--- src/rtl/vita49_router_n.sv ---
// N-way VITA-49 stream-ID router: classifies each packet on its first beat,
// tags every forwarded beat with TDEST, or discards the packet.
module vita49_router_n #(
   parameter int NUM_DEST     = 4,
   parameter int DEST_W       = 2,
   parameter int DEFAULT_DEST = 0,
   parameter int CNT_W        = 32
) (
   input  logic                   AXIS_ACLK,
   input  logic                   AXIS_ARESETN,
   input  logic [63:0]            S_AXIS_TDATA,
   input  logic                   S_AXIS_TVALID,
   input  logic                   S_AXIS_TLAST,
   output logic                   S_AXIS_TREADY,
   output logic [63:0]            M_AXIS_TDATA,
   output logic [7:0]             M_AXIS_TSTRB,
   output logic                   M_AXIS_TLAST,
   output logic [DEST_W-1:0]      M_AXIS_TDEST,
   output logic                   M_AXIS_TVALID,
   input  logic                   M_AXIS_TREADY,
   input  logic                   cfg_enable,
   input  logic                   cfg_drop_unmatched,
   input  logic [NUM_DEST*32-1:0] cfg_strm_id,
   input  logic [NUM_DEST*32-1:0] cfg_strm_mask,
   input  logic [NUM_DEST-1:0]    cfg_entry_en,
   output logic [CNT_W-1:0]       stat_routed,
   output logic [CNT_W-1:0]       stat_dropped,
   input  logic                   stat_clr,
   output logic [1:0]             dbg_state_o
);

   typedef enum logic [1:0] {
      IDLE = 2'd0,
      FWD  = 2'd1,
      DROP = 2'd2
   } state_t;

   state_t            state_q;
   logic [DEST_W-1:0] dest_q;
   logic              m_valid_q;
   logic [63:0]       m_data_q;
   logic              m_last_q;
   logic [DEST_W-1:0] m_dest_q;
   logic [CNT_W-1:0]  routed_q, routed_d;
   logic [CNT_W-1:0]  dropped_q, dropped_d;

   logic              hit;
   logic [DEST_W-1:0] hit_idx;
   logic              s_ready;
   logic              accept;
   logic              drop_hdr;
   logic [DEST_W-1:0] hdr_dest;
   logic              pkt_routed;
   logic              pkt_dropped;

   // Scan from the top down so the lowest matching index is the one left standing.
   always_comb begin
      hit     = 1'b0;
      hit_idx = '0;
      for (int i = NUM_DEST - 1; i >= 0; i--) begin
         if (cfg_entry_en[i] &&
             (((S_AXIS_TDATA[31:0] ^ cfg_strm_id[32*i +: 32]) & cfg_strm_mask[32*i +: 32]) == 32'd0)) begin
            hit     = 1'b1;
            hit_idx = DEST_W'(i);
         end
      end
   end

   // Valid/ready: a beat moves when VALID and READY are both high at a rising edge;
   // the output slot may refill in the same cycle it drains.
   assign s_ready  = AXIS_ARESETN && ((state_q == DROP) || !m_valid_q || M_AXIS_TREADY);
   assign accept   = S_AXIS_TVALID && s_ready;
   assign drop_hdr = !cfg_enable || (!hit && cfg_drop_unmatched);
   assign hdr_dest = hit ? hit_idx : DEST_W'(DEFAULT_DEST);

   assign pkt_routed  = accept && S_AXIS_TLAST &&
                        (((state_q == IDLE) && !drop_hdr) || (state_q == FWD));
   assign pkt_dropped = accept && S_AXIS_TLAST &&
                        (((state_q == IDLE) && drop_hdr) || (state_q == DROP));

   always_ff @(posedge AXIS_ACLK or negedge AXIS_ARESETN) begin
      if (!AXIS_ARESETN) begin
         state_q   <= IDLE;
         dest_q    <= '0;
         m_valid_q <= 1'b0;
         m_data_q  <= '0;
         m_last_q  <= 1'b0;
         m_dest_q  <= '0;
      end else begin
         if (m_valid_q && M_AXIS_TREADY) begin
            m_valid_q <= 1'b0;
         end
         case (state_q)
            IDLE: begin
               if (accept) begin
                  if (drop_hdr) begin
                     if (!S_AXIS_TLAST) state_q <= DROP;
                  end else begin
                     m_valid_q <= 1'b1;
                     m_data_q  <= S_AXIS_TDATA;
                     m_last_q  <= S_AXIS_TLAST;
                     m_dest_q  <= hdr_dest;
                     dest_q    <= hdr_dest;
                     if (!S_AXIS_TLAST) state_q <= FWD;
                  end
               end
            end
            FWD: begin
               if (accept) begin
                  m_valid_q <= 1'b1;
                  m_data_q  <= S_AXIS_TDATA;
                  m_last_q  <= S_AXIS_TLAST;
                  m_dest_q  <= dest_q;
                  if (S_AXIS_TLAST) state_q <= IDLE;
               end
            end
            DROP: begin
               if (accept && S_AXIS_TLAST) state_q <= IDLE;
            end
            default: state_q <= IDLE;
         endcase
      end
   end

   // Clear wins over a same-cycle packet completion.
   always_comb begin
      routed_d  = routed_q;
      dropped_d = dropped_q;
      if (pkt_routed)  routed_d  = routed_q + CNT_W'(1);
      if (pkt_dropped) dropped_d = dropped_q + CNT_W'(1);
      if (stat_clr) begin
         routed_d  = '0;
         dropped_d = '0;
      end
   end

   always_ff @(posedge AXIS_ACLK or negedge AXIS_ARESETN) begin
      if (!AXIS_ARESETN) begin
         routed_q  <= '0;
         dropped_q <= '0;
      end else begin
         routed_q  <= routed_d;
         dropped_q <= dropped_d;
      end
   end

   assign S_AXIS_TREADY = s_ready;
   assign M_AXIS_TDATA  = m_data_q;
   assign M_AXIS_TSTRB  = 8'hFF;
   assign M_AXIS_TLAST  = m_last_q;
   assign M_AXIS_TDEST  = m_dest_q;
   assign M_AXIS_TVALID = m_valid_q;
   assign stat_routed   = routed_q;
   assign stat_dropped  = dropped_q;
   assign dbg_state_o   = state_q;

endmodule

--- config.mk ---
export PLATFORM = sky130hd
export DESIGN_NAME = vita49_router_n
export DESIGN_NICKNAME = d
export VERILOG_FILES = /design/src/rtl/vita49_router_n.sv
export SDC_FILE = /design/constraint.sdc
export NUM_CORES = 1
export LEC_CHECK = 0
export CORE_AREA = 2 2 186 188
export CTS_CLUSTER_DIAMETER = 120
export DETAILED_ROUTE_END_ITERATION = 10
export DIE_AREA = 0 0 188 190
export DONT_BUFFER_PORTS = 1
export GPL_ROUTABILITY_DRIVEN = 0
export GPL_TIMING_DRIVEN = 0
export PLACE_DENSITY = 0.38
export SYNTH_ARGS = -nofsm -noshare
export SYNTH_HDL_FRONTEND = slang
export SYNTH_SLANG_ARGS = --single-unit
--- constraint.sdc ---
create_clock -name AXIS_ACLK -period 8 [get_ports AXIS_ACLK]
set_clock_uncertainty 0.1 [all_clocks]
set_input_delay 0.8 -clock AXIS_ACLK [delete_from_list [all_inputs] [get_ports AXIS_ACLK]]
set_output_delay 0.8 -clock AXIS_ACLK [all_outputs]
set_load 0.005 [all_outputs]
==> summary.md, run 1 <==
| Metric | Value |
|---|---|
| Status | complete, no violations |
| Final Hold Viols | 0 |
| Starting density of the core | 26.60% |
| Yosys cell types | 63 |
| Total global-route track usage | about a quarter |
| Wirelength per Cell | 31.32 um |
| Leak | between 0.004 and 0.005 uW |
| Relative slew margins | a little over two fifths |
| Clock power frac | 39.4% |
| Die area | about 36000 um^2 |
| Worst setup SP type | input port |
| Critical-path maximum fanout | 10 |
| Period utilization | 46.36% |
| Sequential fraction of the synthesis area | 37.68% |
| Reg power frac | a little over two fifths |
| Core box area | roughly 34000 um^2 |
| Die Y | roughly 190 um |
| Minimum clock period | roughly 3.7 ns |
| Root Driver | clkbuf_16 |
| Area share of the largest cell type after synthesis | about 38% |
| Slew Viols, Final | 0 |
| Setup Total Neg Slack | 0 ns |
| DRT Pass-1 Iters | 5 |
| DRC | 0 |
| Final wirelength | ~44 mm |
| IO Pins | 475 |
| Syn Inst Count | 908 |
| Hold WS | around 0.24 ns |
| GR Overflow Total | 0 |
| RSZ-0062 raised after global routing | false |
| Setup repair bufs after CTS | 0 |
| #FFs+latches synth | roughly 140 |
| Vias in the first global route | approximately 7500 |
| Syn avg cell area | ~10 um^2 |
| CP endpoint kind | register |
| Clock sinks | between 100 and 150 |
| Fmax | roughly 0.27 GHz |
| Layout area overhead | 13.81% |
| First-pass GRT wire length | 59.34 mm |
| H-tree depth | 4 |
| Skew-Pair Late Insertion Delay | between 0.4 and 0.5 ns |
| Internal power | about 1500 uW |
| Row cnt | 68 |
| I/O Buffers | 0 |
| Commonest non-fill, non-tap cell in the layout | dfrtp_1 |
| Clock buffer depth | 2 |
| Dpl hpwl | roughly 36 mm |
| Via Count | between 7000 and 8000 |
| Tightest Pin Transition | 0.8651 ns |
| Critical Path AT | ~4 ns |
| Max Cap Violations | 0 |
| Crit Path Category | in2reg |
| Worst-path clk slew | 0.06 ns |
| TritonCTS Buffers | 17 |
| Largest net degree at the start of global routing | 137 |
| Most frequent cells in the layout | dfrtp_1 (136), xor2_1 (129), mux2_2 (91) |
| Pwr per Cell Area | ~210 nW/um^2 |
| Worst min path class | in2async |
| Sw Ratio | between 20% and 30% |
| Combinational share of power | roughly 17% |
| Nets | roughly 1300 |
| Setup-failing EPs final | 0 |
| Main flop type after synthesis | dfrtp_1 |
| Detail Route Antenna Nets | 0 |
| Reg2reg path depth | 9 |
| Die W | approximately 190 um |
| 1st-iter DRT viols | between 500 and 600 |
| VDD IR-drop max | roughly 0.18 mV |
| Syn Std Cell Area | about 9000 um^2 |
| Initial antenna violation count | 3 |
| CTS tree | yes |
| YS warnings | 0 |
| Synth top area cells | dfrtp_1 (38%), xor2_1 (13%), mux2_2 (11%), a22oi_1 (5.5%), nor2b_1 (2.3%) |
| Post-synth ARST share | 100.0% |
| Via density | around 5.3 |
| Worst EP required | 8.22 ns |
| P_sw | 656.4 uW |
| Area leader, netlist | dfrtp_1 |
| Post-synth EDFFs | 0 |
| Share of cells above drive strength 1 | a little over a fifth |
[critical path, cell delays in order]
cell and delay [ns]:
buf_2 0.26, xor2_1 0.29, a22o_1 0.17, a221oi_1 0.11, and3_1 0.24, a221oi_2 0.62, a21oi_1 0.17, o21ai_1 0.40
buf_4 0.29, buf_4 0.22, mux2_2 0.35
[cell usage after synthesis (2+ instances only)]
cell type  number
a2111o_1        2
clkbuf_1       17
a222oi_1        5
o211ai_1        2
buf_2          30
nor2_1         50
nor4_1          4
or4_1          11
and3_1         10
o21ai_0        23
a21boi_0        3
a211o_1         7
a22oi_2         2
nor3_1          8
a22oi_1        66
a221oi_1        6
and2_1          3
xor2_1        129
a22o_1          6
nand3_1        26
nand4_1        30
a211oi_1        2
mux2i_1         3
buf_4          11
mux2_4          7
nor4_2          2
o2111ai_1       5
buf_1           3
or3_1          17
a21o_1          4
nor4_4          2
inv_1          16
nand4_2         3
buf_6          13
o31ai_1         8
nand2_1        46
mux2_2         91
dfrtp_1       136
o31a_1          2
ha_1            2
nor2b_1        33
a21oi_1        41
[state kept, by name, indices dropped and copies added (netlist names)]
name           count
dest_q             2
M_AXIS_TDATA      64
dbg_state_o        2
M_AXIS_TDEST       2
stat_dropped      32
M_AXIS_TVALID      1
M_AXIS_TLAST       1
stat_routed       32
[power by group through the flow]
stage	logic [uW]	registers (uW)	clock network, uW
2_1_floorplan	270	925	0
3_3_place_gp	353	978	0
3_5_place_dp	359	980	0
4_1_cts	378	967	895
5_1_grt	409	980	921
6_report	373	962	868
[layout make-up]
type / instances / area (um^2)
Clock buffer: 20 / 446.7
Sequential cell: 136 / 3403
Multi-Input combinational cell: 689 / 5140
Buffer: 74 / 454.2
Tap cell: 455 / 569.3
Inverter: 16 / 60.06
Clock inverter: 11 / 172.7
Antenna cell: 2 / 5.005
Timing Repair Buffer: 1 / 27.53
Fill cell: 3556 / 23670
[cell families (layout without fill, tap and decap cells)]
family	after synthesis	after routing	share of synthesized area, %
adders and majority gates	2	2	0.2770
xor gates and xnor gates	129	129	12.51
AOI/OAI and AO/OA	193	193	15.17
buffers and inverters	90	122	5.694
muxes	102	102	12.97
and+or+nand+nor	255	255	15.66
other	1	10	0.04152
DFF	136	136	37.68
[per-layer routing]
layer / vias up / part of all wire (%) / track usage (%)
li1: 3343 / - / -
met3: 33 / 8.5 / 8.061
met5: - / 0 / 0
met2: 354 / 50 / 41.56
met1: 3764 / 39 / 28.15
met4: 0 / 1.9 / 6.329
[path summary, 6_finish.rpt]
kind,from,endpoint,slack (ns)
max,S_AXIS_TDATA[17],M_AXIS_TDATA[43]$_DFFE_PN0P_,4.29
min,AXIS_ARESETN,M_AXIS_TDATA[35]$_DFFE_PN0P_,0.24
max reg2reg,stat_routed[3]$_DFFE_PN0P_,stat_routed[31]$_DFFE_PN0P_,4.72
min reg2reg,dest_q[1]$_DFFE_PN0P_,dest_q[1]$_DFFE_PN0P_,0.42
max in group asynchronous,AXIS_ARESETN,dbg_state_o[1]$_DFFE_PN0P_,6.92
min in group AXIS_ACLK,M_AXIS_TREADY,M_AXIS_TVALID$_DFF_PN0_,0.36
[metrics by stage]
stage / utilization [%] / cell area (um^2) / power [uW] / setup WS [ns] / std cells
3_5_place_dp: 28.36 / 9627 / 1339 / 3.687 / 1370
3_3_place_gp: 28.36 / 9627 / 1331 / 3.699 / 1370
4_1_cts: 30.26 / 10270 / 2240 / 4.140 / 1402
6_report: 30.28 / 10280 / 2203 / 4.291 / 1404
2_1_floorplan: - / 9057 / 1195 / 4.877 / 915
5_1_grt: 30.27 / 10280 / 2310 / 4.054 / 1403
[what timing repair did]
action	in CTS	in global routing
hold buffers	1	0
setup endpoints to repair	0	0
hold endpoints to repair	136	0
gates resized for setup	0	0
No activity file was read; power rests on OpenSTA's default activity.
==> inputs of run 2 (changes only) <==
- PLACE_DENSITY: 0.38 -> 0.4
- clock period: 8 -> 3.1 ns (I/O delays scaled with it)
==> summary.md, run 2 (synthesis gave the netlist of run 1 again) <==
| Metric | Value |
|---|---|
| Clock sinks | 136 (unchanged) |
| Wirelength per Cell | 31.71 um (+1.2%) |
| P_sw | 1723 uW (+160%) |
| Critical Path AT | 3.14 ns (-0.79 ns) |
| Fmax | between 0.3 and 0.4 GHz |
| Slew Viols, Final | 0 (unchanged) |
| Initial antenna violation count | 4 (+1) |
| Dpl cells | 1370 (unchanged) |
| Starting density of the core | 26.60% (unchanged) |
| Worst EP required | 3.32 ns (-4.90 ns) |
| Fill count | 3531 (-0.70%) |
| Worst min path class | in2async |
| Worst setup SP type | input port |
| Dpl hpwl | 37.41 mm (+3.9%) |
| Status | finished, violations left |
| H-tree depth | 4 (unchanged) |
| Minimum clock period | between 2 and 3 ns |
| I/O Buffers | 0 (unchanged) |
| Largest register FFs | 64 (unchanged) |
| CTS tree | yes |
| Vias in the first global route | 7817 (+4.0%) |
| Via Count | 7660 (+2.2%) |
| Die Y | 190 um (unchanged) |
| Detail Route Antenna Nets | 0 (unchanged) |
| Setup-failing EPs final | 0 (unchanged) |
| Layout area overhead | 18.86% |
| Largest net degree at the start of global routing | 139 (+1.5%) |
| DRC | 0 (unchanged) |
| Hold WS | -0.5320 ns (-0.7729 ns) |
| VDD IR-drop max | 0.3624 mV (+110%) |
| Final wirelength | 45.60 mm (+3.7%) |
| Period utilization | between 90% and 100% |
| Root Driver | clkbuf_16 |
| Final instance area | 10730 um^2 (+4.4%) |
| TritonCTS Buffers | 17 (unchanged) |
| Max Cap Violations | 0 (unchanged) |
| Worst-path clk slew | 0.07 ns (about the same) |
| Die area | 35720 um^2 (unchanged) |
| DRT Pass-1 Iters | 6 (+1) |
| Register area | 3408 um^2 (+0.15%) |
| Failing checks | hold timing |
| CP endpoint kind | register |
| Tightest Pin Transition | 0.7631 ns (-0.1020 ns) |
| Share of cells above drive strength 1 | 22.45% (+1.3 points) |
| Clock power frac | 39.5% (about the same) |
| Final Non-Filler Cells | 1438 (+2.4%) |
| First-pass GRT wire length | 62.23 mm (+4.9%) |
| Combinational share of power | 17.2% (+0.3 points) |
| Footprint of the multi-input gates | 5245 um^2 (+2.0%) |
| Reg power frac | 43.4% (-0.3 points) |
| Internal power | 4045 uW (+160%) |
| Crit Path Category | in2reg |
| Dpl cell area | 9627 um^2 (unchanged) |
| Setup Total Neg Slack | 0 ns (unchanged) |
| Total global-route track usage | 25.15% (+1.2 points) |
| Pwr per Cell Area | 537.4 nW/um^2 (+150%) |
| Skew-Pair Late Insertion Delay | 0.43 ns (about the same) |
| Hold Buf Count CTS | 33 (+32) |
| Final Hold Viols | 136 (+136) |
| Core box area | 33950 um^2 (unchanged) |
| Die W | 188 um (unchanged) |
| GR Overflow Total | 0 (unchanged) |
| IO Pins | 475 (unchanged) |
| Clock buffer depth | 2 (unchanged) |
| Relative slew margins | 48.94% (+6.7 points) |
| Leak | 0.004441 uW (+4.4%) |
| Sw Ratio | 29.87% (+0.074 points) |
| Critical-path maximum fanout | 10 (unchanged) |
| Nets | 1302 (+2.6%) |
| Commonest non-fill, non-tap cell in the layout | dfrtp_1 |
| Most frequent cells in the layout | dfrtp_1 (132), xor2_1 (126), mux2_2 (91) |
| Row cnt | 68 (unchanged) |
| RSZ-0062 raised after global routing | false |
| 1st-iter DRT viols | 356 (-36%) |
| Via density | 5.327 (-0.20%) |
## run 2: changes by cell type in the layout (fill, tap and decap cells not counted), sizes merged
| cell | change |
|---|---|
| dlygate4sd3 | +33 |
| buf | -3 |
| clkbuf | +3 |
| clkinv | -1 |
| clkinvlp | +1 |
| diode | +1 |
## run 2: path summary, 6_finish.rpt
path | start | endpoint | slack [ns] | depth (start not counted)
max | S_AXIS_TDATA[13] | M_AXIS_TDATA[2]$_DFFE_PN0P_ | 0.18 | 9
max reg2reg | stat_dropped[10]$_DFFE_PN0P_ | stat_dropped[31]$_DFFE_PN0P_ | 0.20 | 8
min reg2reg | dest_q[1]$_DFFE_PN0P_ | dest_q[1]$_DFFE_PN0P_ | 0.43 | 2
max in group asynchronous | AXIS_ARESETN | M_AXIS_TDATA[39]$_DFFE_PN0P_ | 3.15 | 0
min | AXIS_ARESETN | M_AXIS_TDATA[12]$_DFFE_PN0P_ | -0.53 | 0
min in group AXIS_ACLK | S_AXIS_TDATA[21] | M_AXIS_TDATA[21]$_DFFE_PN0P_ | 0.05 | 2
## run 2: routing by layer
metal	global-route usage, %	wire length (um)	vias up	share of wire [%]
li1	-	-	3414	-
met1	27.72	17260	3910	38
met2	46.81	24500	301	54
met4	7.299	839	0	1.8
met3	7.120	3002	35	6.6
met5	0	0	-	0
## run 2: worst max-delay path: stages
cell and delay [ns]:
buf_2 0.28, xor2_1 0.32, a222oi_1 0.20, and3_1 0.29, a221oi_4 0.48, a21oi_1 0.17, o21ai_2 0.27, buf_2 0.43
mux2_2 0.39
## run 2: area by class of cell
| type | count | share of cell area [%] |
|---|---|---|
| inverter | 16 | 0.5595 |
| sequential | 136 | 31.75 |
| buffer | 73 | 4.383 |
| clock inverter | 11 | 1.597 |
| antenna | 3 | 0.06994 |
| multi-input combinational | 689 | 48.86 |
| clock buffer | 20 | 4.255 |
| timing repair buffer | 35 | 3.217 |
| tap | 455 | 5.304 |
## run 2: what timing repair did
action | in CTS | in global routing
setup endpoints to repair | 122 | 92
gates resized for setup | 15 | 16
gates cloned | 0 | 0
buffers inserted | 2 | 0
hold endpoints to repair | 169 | 136
pin swaps | 3 | 2
## run 2: per-stage QoR
stage	utilization (%)	hold slack, ns	total power [uW]	setup slack (ns)
after CTS	31.48	-0.5636	5820	0.0005960
after floorplan	-	-0.08559	3085	0.4601
final	31.62	-0.5320	5768	0.1806
after global placement	28.36	-0.08292	3458	-0.9554
after global routing	31.62	-0.5649	5998	0.01015
after detailed placement	28.36	-0.08383	3473	-0.9415
## run 2: power by group through the flow
stage                     Combinational (uW)  Sequential, uW  Clock, uW
after floorplan                          698            2390          0
after global placement                   922            2540          0
after detailed placement                 936            2540          0
after CTS                                988            2510       2330
after global routing                    1060            2540       2400
final                                    991            2500       2280
==> inputs of run 3 (changes only) <==
- BUFFER_PORTS_ARGS: default -> -buffer_cell sky130_fd_sc_hd__buf_2
- CORE_AREA: 2 2 186 188 -> 2 2 184 186
- DIE_AREA: 0 0 188 190 -> 0 0 186 188
- DONT_BUFFER_PORTS: 1 -> default
- PLACE_DENSITY: 0.4 -> 0.53
==> summary.md, run 3 (synthesis gave the netlist of run 1 again) <==
| Metric | Value |
|---|---|
| Row cnt | 67 (-1.5%) |
| Via density | 5.006 (-6.0%) |
| Nets | 1739 (+34%) |
| Fin util | 38.94% (+7.3 points) |
| Max Cap Violations | 0 (unchanged) |
| Slew Viols, Final | 0 (unchanged) |
| I/O Buffers | 433 (+433) |
| Setup-failing EPs final | 0 (unchanged) |
| Largest register FFs | 64 (unchanged) |
| IO Pins | 475 (unchanged) |
| Minimum clock period | 2.951 ns (+0.03169 ns) |
| Setup Total Neg Slack | 0 ns (unchanged) |
| Footprint of the multi-input gates | 5239 um^2 (-0.12%) |
| Relative slew margins | 48.99% (+0.052 points) |
| CTS tree | yes |
| Die Y | 188 um (-1.1%) |
| VDD IR-drop max | 0.3766 mV (+3.9%) |
| Clock sinks | 136 (unchanged) |
| Sw Ratio | 31.82% (+1.9 points) |
| Reg2reg setup slack | 0.25 ns (+0.05 ns) |
| Worst-path clk slew | 0.07 ns (about the same) |
| Register area | 3406 um^2 (about the same) |
| Die area | 34970 um^2 (-2.1%) |
| Tightest Pin Transition | 0.7638 ns (+0.0006393 ns) |
| Layout area overhead | 42.78% |
| Pwr per Cell Area | 473.0 nW/um^2 (-12%) |
| Dpl cell area | 11820 um^2 (+23%) |
| Critical-path maximum fanout | 10 (unchanged) |
| Crit path cell chain | buf_2 -> xor2_1 -> a22oi_1 -> nand4_1 -> nor3_1 -> a221oi_4 -> a21oi_1 -> clkbuf_1 -> o2111ai_1 -> mux2_1 |
| Delay of the slowest cell on the worst path | 0.56 ns (+0.08 ns) |
| Crit path max-delay family | compound AO/OA/AOI/OAI gates |
| Critical path's slowest cell | nor3_1 |
| First-pass GRT wire length | 62.28 mm (about the same) |
| TritonCTS Buffers | 17 (unchanged) |
| Critical Path AT | 3.18 ns (+0.04 ns) |
| Root Driver | clkbuf_16 |
| Initial antenna violation count | 9 (+5) |
| Total global-route track usage | 25.12% (-0.033 points) |
| Period utilization | 95.20% (+1.0 points) |
| H-tree depth | 4 (unchanged) |
| Worst Path Buf+Inv | 2 (unchanged) |
| Clock buffer depth | 2 (unchanged) |
| Leak | 0.006256 uW (+41%) |
| Starting density of the core | 27.27% (+0.67 points) |
| Worst setup SP type | input port |
| Crit Path Category | in2reg |
| Final Non-Filler Cells | 1873 (+30%) |
| Internal power | 4158 uW (+2.8%) |
| Most frequent cells in the layout | buf_2 (459), dfrtp_1 (134), xor2_1 (126) |
| GR Overflow Total | 0 (unchanged) |
| Dpl hpwl | 36.64 mm (-2.1%) |
| Combinational share of power | 28.1% (+11 points) |
| Detail Route Antenna Nets | 0 (unchanged) |
| Wirelength per Cell | 24.07 um (-24%) |
| Final wirelength | 45.08 mm (-1.1%) |
| Dpl cells | 1797 (+31%) |
| Reg power frac | 38.5% (-4.9 points) |
| Commonest non-fill, non-tap cell in the layout | buf_2 |
| Via Count | 9376 (+22%) |
| Worst EP required | 3.33 ns (about the same) |
| Fmax | 0.3389 GHz (-1.1%) |
| Vias in the first global route | 9366 (+20%) |
| RSZ-0062 raised after global routing | false |
| Fill count | 3476 (-1.6%) |
| Core box area | 33110 um^2 (-2.5%) |
| Final instance area | 12890 um^2 (+20%) |
| Share of cells above drive strength 1 | 46.05% (+24 points) |
| Clock power frac | 33.4% (-6.1 points) |
| P_sw | 1941 uW (+13%) |
| Final Hold Viols | 0 (-100%) |
| Skew-Pair Late Insertion Delay | 0.45 ns (+0.02 ns) |
| DRT Pass-1 Iters | 5 (-1) |
| Die W | 186 um (-1.1%) |
| CP endpoint kind | register |
| Largest net degree at the start of global routing | 74 (-47%) |
| Worst min path class | in2reg |
| Status | complete, no violations |
| DRC | 0 (unchanged) |
| 1st-iter DRT viols | 635 (+78%) |
[run 3: cell count changes in the layout (fill, tap and decap cells not counted), sizes merged]
cell,previous run,this run
buf,55,490
bufinv,4,1
clkbuf,40,38
clkinv,4,7
clkinvlp,2,3
diode,3,7
dlygate4sd3,33,35
inv,17,19
[run 3: worst register-to-register path: cells and delay by family, from the launching register on]
kind,cells,cell delay [ns]
DFF,1,0.42
AOI/OAI and AO/OA,1,0.21
muxes,1,0.36
buffers and inverters,1,0.18
and+or+nand+nor,6,1.47
[run 3: metrics by stage]
| step | hold slack, ns | power, uW | worst slack (ns) |
|---|---|---|---|
| global route | 0.03814 | 6383 | 0.005713 |
| finish | 0.03283 | 6099 | 0.1489 |
| floorplan | -0.08559 | 3085 | 0.4601 |
| CTS | 0.002798 | 6140 | 0.01298 |
| global placement | 0.3725 | 4003 | -2.325 |
| detailed placement | 0.2739 | 4036 | -0.9675 |
[run 3: area by class of cell]
cell class / instances / area share, %
inverter: 16 / 0.4657
sequential: 136 / 26.41
timing repair buffer: 471 / 20.06
buffer: 74 / 3.580
tap: 448 / 4.347
multi-input combinational: 689 / 40.63
clock buffer: 18 / 3.406
antenna: 7 / 0.1358
clock inverter: 14 / 0.9703
[run 3: routing by layer]
metal  track usage [%]  wire [um]  vias up
li1                  -          -     4289
met1             29.19      17500     4644
met2             45.17      23300      378
met3             6.137       3334       59
met4             6.784        915        6
met5             3.000         34        -
[run 3: worst paths after layout]
check                                      startpoint                      endpoint  depth (start not counted)
setup / recovery                     S_AXIS_TDATA[24]   stat_routed[30]$_DFFE_PN0P_                         10
hold / removal                       S_AXIS_TDATA[21]  M_AXIS_TDATA[21]$_DFFE_PN0P_                          2
setup reg to reg           stat_routed[9]$_DFFE_PN0P_   stat_routed[31]$_DFFE_PN0P_                          9
hold reg to reg              M_AXIS_TLAST$_DFFE_PN0P_      M_AXIS_TLAST$_DFFE_PN0P_                          1
max in group asynchronous                AXIS_ARESETN    stat_routed[3]$_DFFE_PN0P_                          3
min in group asynchronous                AXIS_ARESETN  M_AXIS_TDATA[42]$_DFFE_PN0P_                          3
[run 3: timing repair]
action	4_1_cts	5_1_grt
gates cloned	0	0
hold endpoints to repair	97	0
setup buffers	0	1
gates resized for setup	9	12
setup endpoints to repair	91	65
hold buffers	36	0
pin swaps	0	4
[run 3: power by group through the flow]
stage          Clock, uW  Combinational (uW)  Sequential [uW]
4_1_cts             2080                1720             2340
6_report            2040                1720             2350
3_3_place_gp           0                1650             2350
3_5_place_dp           0                1670             2370
5_1_grt             2140                1860             2390
2_1_floorplan          0                 698             2390
